===== config.mk =====
export PLATFORM = sky130hd
export DESIGN_NAME = multicycle_control
export DESIGN_NICKNAME = d
export VERILOG_FILES = /design/src/rtl/multicycle_control.sv
export SDC_FILE = /design/constraint.sdc
export NUM_CORES = 1
export LEC_CHECK = 0
export BUFFER_PORTS_ARGS = -buffer_cell sky130_fd_sc_hd__clkbuf_2
export CAP_MARGIN = 0
export CORE_UTILIZATION = 28
export CTS_CLUSTER_DIAMETER = 60
export DETAILED_ROUTE_END_ITERATION = 12
export GPL_ROUTABILITY_DRIVEN = 0
export SLEW_MARGIN = 20
export SYNTH_ARGS = -nofsm -noshare
export SYNTH_HDL_FRONTEND = slang
export SYNTH_SLANG_ARGS = --single-unit

===== constraint.sdc =====
create_clock -name clk -period 3.1 [get_ports clk]
set_clock_uncertainty 0.2 [all_clocks]
set_input_delay 0 -clock clk [delete_from_list [all_inputs] [get_ports clk]]
set_output_delay 0 -clock clk [all_outputs]
set_load 0.01 [all_outputs]

===== src/rtl/multicycle_control.sv =====
// -----------------------------------------------------------------------------
// multicycle_control
//
// Moore-style control FSM for the multi-cycle MIPS-32 core. Sequences fetch,
// decode, execute, memory and write-back over several cycles, stalls on the
// memory ready handshake, traps illegal opcodes and counts retired
// instructions.
//
// Parameters:
//   EXT_OPS         - 1: addi / bne are supported; 0: both are illegal
//   HALT_ON_ILLEGAL - 1: park in HALT on an illegal opcode; 0: skip and refetch
//   CNT_W           - width of the retired-instruction counter
//
// Ports:
//   clk, rst_n      - rising-edge clock, asynchronous active-low reset
//   opcode[5:0]     - IR[31:26], sampled in DECODE and MEMADR only
//   mem_ready       - current memory access completes this cycle
//   PCWrite .. RegDst, ALUOp, ALUSrcB, PCSource - datapath controls
//   illegal         - one-cycle pulse in DECODE on an unsupported opcode
//   halted          - high while parked in HALT
//   retired         - completed-instruction count, wraps modulo 2^CNT_W
// -----------------------------------------------------------------------------
module multicycle_control #(
    parameter bit          EXT_OPS         = 1'b1,
    parameter bit          HALT_ON_ILLEGAL = 1'b1,
    parameter int unsigned CNT_W           = 32
) (
    input  logic             clk,
    input  logic             rst_n,
    input  logic [5:0]       opcode,
    input  logic             mem_ready,
    output logic             PCWrite,
    output logic             PCWriteCond,
    output logic             BranchNE,
    output logic             IorD,
    output logic             MemRead,
    output logic             MemWrite,
    output logic             MemtoReg,
    output logic             IRWrite,
    output logic             ALUSrcA,
    output logic             RegWrite,
    output logic             RegDst,
    output logic [1:0]       ALUOp,
    output logic [1:0]       ALUSrcB,
    output logic [1:0]       PCSource,
    output logic             illegal,
    output logic             halted,
    output logic [CNT_W-1:0] retired
);

    typedef enum logic [3:0] {
        S_RST, S_FETCH, S_DECODE, S_MEMADR, S_MEMRD, S_MEMWB, S_MEMWR,
        S_EXEC, S_RWB, S_BRANCH, S_JUMP, S_ADDIEX, S_ADDIWB, S_HALT
    } state_t;

    localparam logic [5:0] OP_RTYPE = 6'b000000;
    localparam logic [5:0] OP_LW    = 6'b100011;
    localparam logic [5:0] OP_SW    = 6'b101011;
    localparam logic [5:0] OP_BEQ   = 6'b000100;
    localparam logic [5:0] OP_BNE   = 6'b000101;
    localparam logic [5:0] OP_J     = 6'b000010;
    localparam logic [5:0] OP_ADDI  = 6'b001000;

    localparam state_t ILL_NEXT = HALT_ON_ILLEGAL ? S_HALT : S_FETCH;

    state_t state, next_state;
    logic   retire;
    // Branch flavour is captured in DECODE so that BRANCH decodes from
    // registered state only and ignores later opcode changes.
    logic   bne_q;

    function automatic logic op_legal(input logic [5:0] op);
        case (op)
            OP_RTYPE, OP_LW, OP_SW, OP_BEQ, OP_J: return 1'b1;
            OP_BNE, OP_ADDI:                      return EXT_OPS;
            default:                              return 1'b0;
        endcase
    endfunction

    // State register, branch flavour and retired counter.
    // NOTE: sequential state uses non-blocking assignments so every flop
    // samples pre-edge values regardless of statement order.
    always_ff @(posedge clk or negedge rst_n) begin
        if (!rst_n) begin
            state   <= S_RST;
            bne_q   <= 1'b0;
            retired <= '0;
        end else begin
            state <= next_state;
            if (state == S_DECODE)
                bne_q <= (opcode == OP_BNE);
            if (retire)
                retired <= retired + CNT_W'(1);
        end
    end

    // Next-state logic; retire marks every completing transition into FETCH.
    always_comb begin
        next_state = state;
        retire     = 1'b0;
        case (state)
            S_RST:    next_state = S_FETCH;
            S_FETCH:  if (mem_ready) next_state = S_DECODE;
            S_DECODE: begin
                if (!op_legal(opcode)) begin
                    next_state = ILL_NEXT;
                end else begin
                    case (opcode)
                        OP_RTYPE:       next_state = S_EXEC;
                        OP_LW, OP_SW:   next_state = S_MEMADR;
                        OP_BEQ, OP_BNE: next_state = S_BRANCH;
                        OP_J:           next_state = S_JUMP;
                        OP_ADDI:        next_state = S_ADDIEX;
                        default:        next_state = ILL_NEXT;
                    endcase
                end
            end
            S_MEMADR: next_state = (opcode == OP_LW) ? S_MEMRD : S_MEMWR;
            S_MEMRD:  if (mem_ready) next_state = S_MEMWB;
            S_MEMWR: begin
                if (mem_ready) begin
                    next_state = S_FETCH;
                    retire     = 1'b1;
                end
            end
            S_MEMWB, S_RWB, S_BRANCH, S_JUMP, S_ADDIWB: begin
                next_state = S_FETCH;
                retire     = 1'b1;
            end
            S_EXEC:   next_state = S_RWB;
            S_ADDIEX: next_state = S_ADDIWB;
            S_HALT:   next_state = S_HALT;
            default:  next_state = S_RST;
        endcase
    end

    // Output decode from registered state (FETCH strobes gated by mem_ready).
    // NOTE: every output gets a default before the case so no latch is inferred.
    always_comb begin
        PCWrite     = 1'b0;
        PCWriteCond = 1'b0;
        BranchNE    = 1'b0;
        IorD        = 1'b0;
        MemRead     = 1'b0;
        MemWrite    = 1'b0;
        MemtoReg    = 1'b0;
        IRWrite     = 1'b0;
        ALUSrcA     = 1'b0;
        RegWrite    = 1'b0;
        RegDst      = 1'b0;
        ALUOp       = 2'b00;
        ALUSrcB     = 2'b00;
        PCSource    = 2'b00;
        illegal     = 1'b0;
        halted      = 1'b0;
        case (state)
            S_FETCH: begin
                MemRead = 1'b1;
                ALUSrcB = 2'b01;
                IRWrite = mem_ready;
                PCWrite = mem_ready;
            end
            S_DECODE: begin
                ALUSrcB = 2'b11;
                illegal = !op_legal(opcode);
            end
            S_MEMADR, S_ADDIEX: begin
                ALUSrcA = 1'b1;
                ALUSrcB = 2'b10;
            end
            S_MEMRD: begin
                MemRead = 1'b1;
                IorD    = 1'b1;
            end
            S_MEMWB: begin
                RegWrite = 1'b1;
                MemtoReg = 1'b1;
            end
            S_MEMWR: begin
                MemWrite = 1'b1;
                IorD     = 1'b1;
            end
            S_EXEC: begin
                ALUSrcA = 1'b1;
                ALUOp   = 2'b10;
            end
            S_RWB: begin
                RegWrite = 1'b1;
                RegDst   = 1'b1;
            end
            S_BRANCH: begin
                ALUSrcA     = 1'b1;
                ALUOp       = 2'b01;
                PCWriteCond = 1'b1;
                PCSource    = 2'b01;
                BranchNE    = bne_q;
            end
            S_JUMP: begin
                PCWrite  = 1'b1;
                PCSource = 2'b10;
            end
            S_ADDIWB: RegWrite = 1'b1;
            S_HALT:   halted   = 1'b1;
            default: ;
        endcase
    end

endmodule

# Word-level counts from Yosys, hierarchy flattened
# Cells that the tools add are included.
[word_totals]
ff_bits = 37
output_inout_bits = 51
word_cells = 67
inputBits = 9
[op_classes]
reduce_logical = 14
n_mux = 27
add_sub_neg = 1
eq_ne = 22
[ops]
columns = ["operator", "n"]
rows = [
  ["4-bit one-hot mux with 9 select lines", 1],
  ["32-bit by 1-bit adder with 32-bit output (second input constant)", 1],
  ["4-bit == test (second input constant)", 6],
  ["4-bit one-hot mux with 5 select lines", 1],
  ["4-bit by 3-bit == test with 1-bit output (second input constant)", 4],
  ["4-bit two-way mux", 4],
  ["1-bit two-way mux", 15],
  ["6-bit by 3-bit == test with 1-bit output (second input constant)", 2],
  ["6-bit == test (second input constant)", 2],
  ["2-bit OR reduction", 5],
  ["4-bit by 2-bit == test with 1-bit output (second input constant)", 2],
  ["2-bit one-hot mux with 2 select lines", 2],
  ["7-bit OR reduction", 1],
  ["6-bit by 2-bit == test with 1-bit output (second input constant)", 1],
  ["6-bit by 4-bit == test with 1-bit output (second input constant)", 1],
  ["6-bit zero test", 1],
  ["2-bit inequality test (second input constant)", 3],
  ["2-bit one-hot mux with 3 select lines", 1],
  ["6-bit OR reduction", 1],
  ["5-bit OR reduction", 1],
  ["4-bit by 1-bit == test with 1-bit output (second input constant)", 1],
  ["4-bit zero test", 1],
  ["1-bit one-hot mux with 2 select lines", 2],
  ["4-bit OR reduction", 1],
  ["4 further kinds", 4],
]

# Depth between registers and ports, before layout
# Gate-level depths: netlist (run 1).
[depth]
word_depth = 6
mapped_depth = 7

# Worst setup path before layout (run 1)
# OpenSTA, ideal clock, no wires.
[synth_timing]
path_kind = "reg2reg"
start = "reg state[0]"
end = "reg retired[27]"
stages_incl_launch_ff = 7
slack_ns = 1.215
setup_time_ns = 0.125
n_path_buf = 2
arrival_ns = 1.560
synth_period_minus_slack_ns = 1.885
cell_sequence = "dfrtp_1 > buf_6 > maj3_2 > nor3b_4 > buf_6 > o2111ai_2 > xnor2_1"
[synth_via]
elab_chain_len = 3
elab_cells_between_ends = 8
cone_classes = "6 x eq/ne; 1 x mux; 1 x reduce/logical"
[synth_rtl]
columns = ["element", "line", "source"]
rows = [
  ["start: declaration", "66", "state_t state, next_state;"],
  ["start signal: assignment", "89", "state <= next_state;"],
  ["4-bit == test or 4-bit by 3-bit == test with 1-bit output (tied branches)", "101", "case (state)"],
  ["5-bit OR reduction", "-", ""],
  ["1-bit one-hot mux with 2 select lines *", "101", ""],
  ["end signal: assignment", "93", "retired <= retired + CNT_W'(1);"],
  ["end: declaration", "48", "output logic [CNT_W-1:0] retired"],
]
# Every way passes the cells marked *; elsewhere a longest branch is shown, timed or not.
# A chain may end at the register's enable or synchronous reset.

# Worst setup path in the final report (run 1)
[layout_timing]
start = "in opcode[0]"
end = "reg state[2]"
[layout_via]
elab_chain_len = 6
elab_cells_between_ends = 15
cone_classes = "6 x eq/ne; 5 x mux; 4 x reduce/logical"
[layout_rtl]
columns = ["element", "line", "source"]
rows = [
  ["start: declaration", "30", "input logic [5:0] opcode,"],
  ["6-bit by 3-bit == test with 1-bit output (tied with other cells)", "73, 108", ""],
  ["7-bit OR reduction (no line)", "-", ""],
  ["1-bit two-way mux", "73", "case (op)"],
  ["1-bit two-way mux", "101", ""],
  ["4-bit two-way mux *", "105", "if (!op_legal(opcode)) begin"],
  ["4-bit one-hot mux with 9 select lines *", "101", ""],
]
# Every way passes the cells marked *; elsewhere a longest branch is shown, timed or not. The select of a mux whose other input is x is not followed.

==> results of run 1 <==
[worst max-delay path: cells and delay by family]
kind                   cells  cell delay (ns)
AO/OA/AOI/OAI              1             0.25
buffers and inverters      4             1.81
AND/OR/NAND/NOR            2             0.43
[cells by family after synthesis]
group / count (synthesis)
AND/OR/NAND/NOR: 74
AO/OA/AOI/OAI: 54
flip-flops: 37
XOR/XNOR: 33
buffers and inverters: 19
multiplexers: 2
adder cells (fa/ha/maj): 2
[through the flow]
| step | worst slack (ns) | utilization | total power [mW] | hold slack, ns | instances |
|---|---|---|---|---|---|
| detailed placement | 0.713 | 0.342 | 1.23 | -0.00720 | 367 |
| global placement | 0.760 | 0.342 | 1.21 | -0.00786 | 367 |
| CTS | 0.664 | 0.366 | 1.59 | 0.0466 | 384 |
| global route | 0.523 | 0.366 | 1.69 | 0.103 | 384 |
| floorplan | 1.21 | - | 1.06 | -0.496 | 221 |
| finish | 0.582 | 0.366 | 1.57 | 0.0656 | 384 |
[timing repair]
item,4_1_cts,5_1_grt
setup endpoints to repair,0,0
endpoints found under the hold margin,42,0
setup buffers,0,0
hold buffers,9,0
[power by group through the flow]
| stage | sequential (mW) | clock (mW) | combinational [mW] |
|---|---|---|---|
| floorplan | 0.633 | 0 | 0.429 |
| global placement | 0.678 | 0 | 0.533 |
| detailed placement | 0.684 | 0 | 0.542 |
| CTS | 0.676 | 0.353 | 0.560 |
| global route | 0.693 | 0.377 | 0.615 |
| finish | 0.677 | 0.338 | 0.553 |
[cell usage after synthesis, drive strengths merged (2+ instances only)]
cell,count,area [µm²]
a211oi,4,40.0
a21oi,8,40.0
and2,4,25.0
and3,5,31.3
and4,2,17.5
buf,10,75.1
clkbuf,4,15.0
dfrtp,37,926
inv,5,18.8
nand2,8,30.0
nand2b,5,31.3
nand3,8,40.0
nand4,4,25.0
nor2,18,67.6
nor2b,2,12.5
nor3,10,55.1
nor3b,3,45.1
nor4b,2,17.5
o2111ai,14,129
o211ai,10,75.1
o21ai,7,35.0
xnor2,33,289
[flip-flops by register name, indices dropped and copies added (netlist names)]
name     flops
bne_q        1
retired     32
state        4
[cell usage in the layout, fill, tap and decap left out, types with 4 or more instances in the layout]
cell type	instances
sky130_fd_sc_hd__clkbuf_2	59
sky130_fd_sc_hd__clkbuf_8	5
sky130_fd_sc_hd__nand2_1	8
sky130_fd_sc_hd__nand4_1	4
sky130_fd_sc_hd__o211ai_1	10
sky130_fd_sc_hd__xnor2_1	33
sky130_fd_sc_hd__nor3_1	9
sky130_fd_sc_hd__o21ai_0	7
sky130_fd_sc_hd__inv_1	5
sky130_fd_sc_hd__dlygate4sd3_1	9
sky130_fd_sc_hd__and3_1	5
sky130_fd_sc_hd__nor2_1	18
sky130_fd_sc_hd__a21oi_1	8
sky130_fd_sc_hd__nand3_1	8
sky130_fd_sc_hd__nand2b_1	5
sky130_fd_sc_hd__o2111ai_1	13
sky130_fd_sc_hd__dfrtp_1	37
sky130_fd_sc_hd__and2_1	4
[how the worst max path moves through the flow]
stage                     slack, ns  startpoint     endpoint
after floorplan                1.21    state[0]  retired[27]
after global placement         0.76    state[0]  retired[21]
after detailed placement       0.71    state[0]  retired[25]
after CTS                      0.66   opcode[0]     state[2]
after global routing           0.52   opcode[0]     state[2]
final                          0.58   opcode[0]     state[2]
[metal layers]
metal	up-vias	track usage	share of wire
met5	-	0	0
met4	0	0.0511	0.015
met3	10	0.0278	0.040
met2	60	0.225	0.47
met1	956	0.174	0.48
li1	942	-	-
[final cells by class]
cell class | count | area, µm² | area share
Clock inverter | 3 | 17.5 | 0.00646
Timing Repair Buffer | 70 | 400 | 0.148
Multi-Input combinational cell | 165 | 1160 | 0.427
Tap cell | 99 | 124 | 0.0457
Clock buffer | 5 | 68.8 | 0.0254
Sequential cell | 37 | 926 | 0.341
Inverter | 5 | 18.8 | 0.00692
==> impl_summary.log, run 1 <==
[metrics] relative slew slack: 0.375
[metrics] number of enable-type register cells in the synthesized netlist: 0
[metrics] vias in the first global route: 1979
[metrics] antenna-violating nets left: 0
[metrics] most used flip-flop cell after synthesis: sky130_fd_sc_hd__dfrtp_1
[metrics] result of the run: finished clean
[metrics] Layout Cell Area excl Fill: 0.00271 mm²
[metrics] slew at the pin with the worst max-slew slack: 0.938 ns
[metrics] port bufs: 59
[metrics] post-detailed-placement cell area: 0.00254 mm²
[metrics] overall die area: 0.00819 mm²
[metrics] total wire length: 5310 µm
[metrics] synth unique cells: 47
[metrics] vias: 1968
[metrics] arrival time worst endpoint: 2.49 ns
[metrics] adder and majority gate portion of the synthesized area: 0.0108
[metrics] Routed wire per std cell: 13.8 µm
[metrics] power density over cell area: 578 mW/mm²
[metrics] stage delay of the slowest cell on the critical path: 0.58 ns
[metrics] cells on worst reg2reg path: 4
[metrics] Post-Synth XOR/XNOR Area: 0.132
[metrics] CTS HTree Levels: 2
[metrics] Final TNS setup: 0 ns
[metrics] cells resized by post-CTS repair: 0
[metrics] combinational family with the most area after synthesis: simple AND/OR/NAND/NOR gates
[metrics] total standard cell area after synthesis: 0.00219 mm²
[metrics] starting density of the core: 0.296
[metrics] Max VDD drop: 0.000212 V
[metrics] worst flop-to-flop path startpoint: state[0]
[metrics] cell type with the highest occurrence count on the critical path: sky130_fd_sc_hd__dlygate4sd3_1
[metrics] relative area change from synthesis to final layout: 23.7%
[metrics] antenna diode count: 0
[metrics] critical path class: in -> reg
[metrics] cell leakage power: 1.14 nW
[metrics] sequential cell area fraction in the yosys report: 0.422
[metrics] internal power contribution: 0.950 mW
[metrics] number of setup violations in the final report: 0
[metrics] Cell Chain, Critical Path: dlygate4sd3_1 > clkbuf_2 > nand3_1 > or3_1 > dlygate4sd3_1 > a31o_2 > dlygate4sd3_1
[metrics] fraction of layout cells with a size suffix above 1: 0.274
[metrics] reg-to-reg critical path endpoint: retired[25]
[metrics] compound-cell area share of the yosys netlist: 0.185
[metrics] clock sink count: 37
[metrics] WHS Path Cells: 5
[metrics] drt initial violations: 59
[metrics] slowest stage cell on the critical path: sky130_fd_sc_hd__dlygate4sd3_1
[metrics] Num CTS Buffers: 5
[metrics] post-synthesis mux area share: 0.00970
[metrics] Die X-Extent: 90.5 µm
[metrics] Worst Setup End Kind: register
[metrics] clock transition at the register clock pins on the worst setup and hold paths after CTS: 0.07 ns
[metrics] clock root buffer master: sky130_fd_sc_hd__clkbuf_8
[metrics] switching component of the power: 0.617 mW
[metrics] half-perimeter wire length of the detailed placement result: 3590 µm
[metrics] core area: 0.00741 mm²
[metrics] min Tclk post-route: 2.52 ns
[metrics] final hold violation count: 0
[metrics] proportion of register bits with asynchronous set or reset after synthesis: 1.00
[metrics] flops & latches, synth: 37
[metrics] maximum net fanout on the critical path: 5
[metrics] largest buffer count on any clock path: 2
[metrics] unrepaired setup endpoints after global routing: no
[metrics] Core Rows: 31
[metrics] end point of the most critical hold path: state[3]
[metrics] max-slew violations: 0
[metrics] All-Layer GR Usage: 0.136
[metrics] path type of the worst min-delay path: in -> reg
[metrics] total nets after synthesis: 231
[metrics] max-cap check violation count: 0
[metrics] count of filler cells inserted in the layout: 751
[metrics] hold path startpoint: opcode[5]
[metrics] DRC violation count after routing: 0
[metrics] pin count of the biggest net entering global routing: 38
[metrics] proportion of power drawn by combinational gates: 0.353
[metrics] Max Clock Freq: 397 MHz
[metrics] final net count: 294
[metrics] Gate Count Post-Synth: 221
[metrics] Period Utilization, post-route: 0.812
[metrics] setup slack, reg-to-reg: 0.72 ns
[metrics] WP data required: 3.07 ns
[metrics] io pins: 60
[metrics] Via density: 5.13
[metrics] global-route wire length before repair: 9110 µm
[metrics] switching share of power: 0.394
[metrics] TritonCTS clock tree: yes
[metrics] mean cell area of the mapped netlist: 9.92 µm²
[metrics] startpoint types: primary input
[metrics] basic-gate share of the synthesized area counting and, or, nand and nor cells: 0.191
[metrics] Yosys warnings: 0
[metrics] number of antenna violations at the first check in global routing: 0
[metrics] remaining global-route overflow: 0
[metrics] Sequential Power Share: 0.432
[metrics] Die Y-Extent: 90.5 µm
[metrics] clock network power share: 0.215
[metrics] Worst-Skew Late Latency: 0.29 ns
[metrics] first-pass iteration count of the detailed router: 4
(Power assumes the default switching activity.)
==> run 2: changes to the inputs <==
clock period = 2.5 ns   (was 3.1 ns; I/O delays follow)
==> run 2 against run 1 <==
  * Count of clock-buffer cells in the layout did not move
  * Worst hold slack got worse by 0.011 ns
  * Final area increased by 3.9%
  * Register-to-register slack worse by 0.40 ns
  * Clock power rose by 85%
  * Non-clock buffer count is 6 higher
  * Critical path type unchanged
  * Largest cell class unchanged
==> impl_summary.log, run 2 (synthesized netlist as in run 1, its figures left out) <==
[metrics] result of the run: finished clean
[metrics] cell leakage power: 1.20 nW
[metrics] port bufs: 59
[metrics] relative area change from synthesis to final layout: 28.5%
[metrics] unrepaired setup endpoints after global routing: no
[metrics] Period Utilization, post-route: 0.968
[metrics] DRC violation count after routing: 0
[metrics] end point of the most critical hold path: state[3]
[metrics] TritonCTS clock tree: yes
[metrics] vias in the first global route: 1900
[metrics] global-route wire length before repair: 9070 µm
[metrics] maximum net fanout on the critical path: 5
[metrics] remaining global-route overflow: 0
[metrics] power density over cell area: 774 mW/mm²
[metrics] final net count: 300
[metrics] All-Layer GR Usage: 0.136
[metrics] Worst Setup End Kind: register
[metrics] clock root buffer master: sky130_fd_sc_hd__clkbuf_8
[metrics] CTS HTree Levels: 2
[metrics] Max Clock Freq: 413 MHz
[metrics] reg-to-reg critical path endpoint: state[1]
[metrics] drt initial violations: 91
[metrics] leading cell types in the layout, fill and taps excluded: sky130_fd_sc_hd__clkbuf_2 (58), sky130_fd_sc_hd__dfrtp_1 (37), sky130_fd_sc_hd__xnor2_1 (33), sky130_fd_sc_hd__nor2_1 (18), sky130_fd_sc_hd__o2111ai_1 (13)
[metrics] max reg flops: 32
[metrics] Final TNS setup: 0 ns
[metrics] largest register by flop count: retired
[metrics] arrival time worst endpoint: 2.40 ns
[metrics] vias: 1996
[metrics] fraction of layout cells with a size suffix above 1: 0.296
[metrics] half-perimeter wire length of the detailed placement result: 3760 µm
[metrics] cells on worst reg2reg path: 6
[metrics] Via density: 5.12
[metrics] count of filler cells inserted in the layout: 728
[metrics] startpoint types: primary input
[metrics] largest registers: retired (32), state (4), bne_q (1)
[metrics] Overall Power: 2.18 mW
[metrics] first-pass iteration count of the detailed router: 4
[metrics] antenna diode count: 0
[metrics] antenna-violating nets left: 0
[metrics] Routed wire per std cell: 14.0 µm
[metrics] min Tclk post-route: 2.42 ns
[metrics] io pins: 60
[metrics] hold path startpoint: opcode[5]
[metrics] max-slew violations: 0
[metrics] worst flop-to-flop path startpoint: state[0]
[metrics] relative slew slack: 0.373
[metrics] path type of the worst min-delay path: in -> reg
[metrics] Num CTS Buffers: 5
[metrics] setup slack, reg-to-reg: 0.32 ns
[metrics] critical path class: in -> reg
[metrics] WHS Path Cells: 5
[metrics] number of antenna violations at the first check in global routing: 0
[metrics] Worst-Skew Late Latency: 0.29 ns
[metrics] WP data required: 2.48 ns
[metrics] slew at the pin with the worst max-slew slack: 0.941 ns
[metrics] Core Rows: 31
[metrics] total wire length: 5460 µm
[metrics] max-cap check violation count: 0
[metrics] core area: 0.00741 mm²
[metrics] Die Y-Extent: 90.5 µm
[metrics] Max VDD drop: 0.000364 V
[metrics] post-CTS setup buffers: 0
[metrics] overall die area: 0.00819 mm²
[metrics] starting density of the core: 0.296
[metrics] final hold violation count: 0
[metrics] clock sink count: 37
[metrics] largest buffer count on any clock path: 2
[metrics] most frequent standard cell in the layout excluding fill and tap cells: sky130_fd_sc_hd__clkbuf_2
[metrics] clock transition at the register clock pins on the worst setup and hold paths after CTS: 0.08 ns
[metrics] pin count of the biggest net entering global routing: 38
[metrics] Die X-Extent: 90.5 µm
[metrics] number of setup violations in the final report: 0
run 2: cell count changes in the layout (fill, tap and decap cells not counted), sizes merged:
cell	previous run	this run
buf	2	9
bufinv	0	2
clkbuf	64	63
clkinv	2	1
clkinvlp	1	0
run 2: through the flow:
step / setup WS (ns) / utilization / hold WS (ns) / area, µm² / cells
2_1_floorplan: 0.615 / - / -0.496 / 2190 / 221
3_3_place_gp: 0.510 / 0.348 / -0.00653 / 2580 / 373
3_5_place_dp: 0.495 / 0.348 / -0.000284 / 2580 / 373
4_1_cts: 0.0587 / 0.379 / 0.0282 / 2810 / 390
5_1_grt: 0.0131 / 0.380 / 0.116 / 2820 / 390
6_report: 0.0811 / 0.380 / 0.0547 / 2820 / 390
run 2: worst max path at each step:
stage | to | cells after the start | startpoint | slack (ns)
after CTS | state[2] | 7 | opcode[0] | 0.06
after global routing | state[2] | 7 | opcode[0] | 0.01
final | state[2] | 6 | opcode[2] | 0.08
after floorplan | retired[27] | 6 | state[0] | 0.61
after global placement | retired[12] | 5 | state[2] | 0.51
after detailed placement | retired[15] | 5 | state[2] | 0.49
run 2: per-layer routing:
layer / wire, µm / up-vias / track usage
met5: 0 / - / 0
met4: 79 / 0 / 0.0672
met3: 284 / 7 / 0.0320
met2: 2600 / 67 / 0.213
met1: 2500 / 968 / 0.176
li1: - / 954 / -
run 2: final cells by class:
| cell class | instances | area [µm²] | share of cell area |
|---|---|---|---|
| Multi-Input combinational cell | 165 | 1170 | 0.414 |
| Tap cell | 99 | 124 | 0.0440 |
| Timing Repair Buffer | 76 | 448 | 0.159 |
| Sequential cell | 37 | 926 | 0.329 |
| Clock buffer | 5 | 68.8 | 0.0244 |
| Clock inverter | 3 | 65.1 | 0.0231 |
| Inverter | 5 | 18.8 | 0.00666 |
run 2: power by group:
| group | leakage (nW) | total, mW | internal, mW | switching [mW] |
|---|---|---|---|---|
| combinational | 0.637 | 0.762 | 0.334 | 0.428 |
| sequential | 0.499 | 0.796 | 0.680 | 0.116 |
| clock | 0.0681 | 0.624 | 0.397 | 0.227 |
| total | 1.20 | 2.18 | 1.41 | 0.772 |
run 2: what timing repair did:
item	4_1_cts	5_1_grt
hold buffers	9	0
setup endpoints to repair	0	1
gates resized for setup	0	4
hold endpoints to repair	42	0
run 2: critical path, stage by stage:
cell and delay [ns]:
sky130_fd_sc_hd__dlygate4sd3_1 0.54, sky130_fd_sc_hd__clkbuf_2 0.14, sky130_fd_sc_hd__or3_4 0.39, sky130_fd_sc_hd__dlygate4sd3_1 0.56, sky130_fd_sc_hd__a31o_2 0.24, sky130_fd_sc_hd__dlygate4sd3_1 0.54
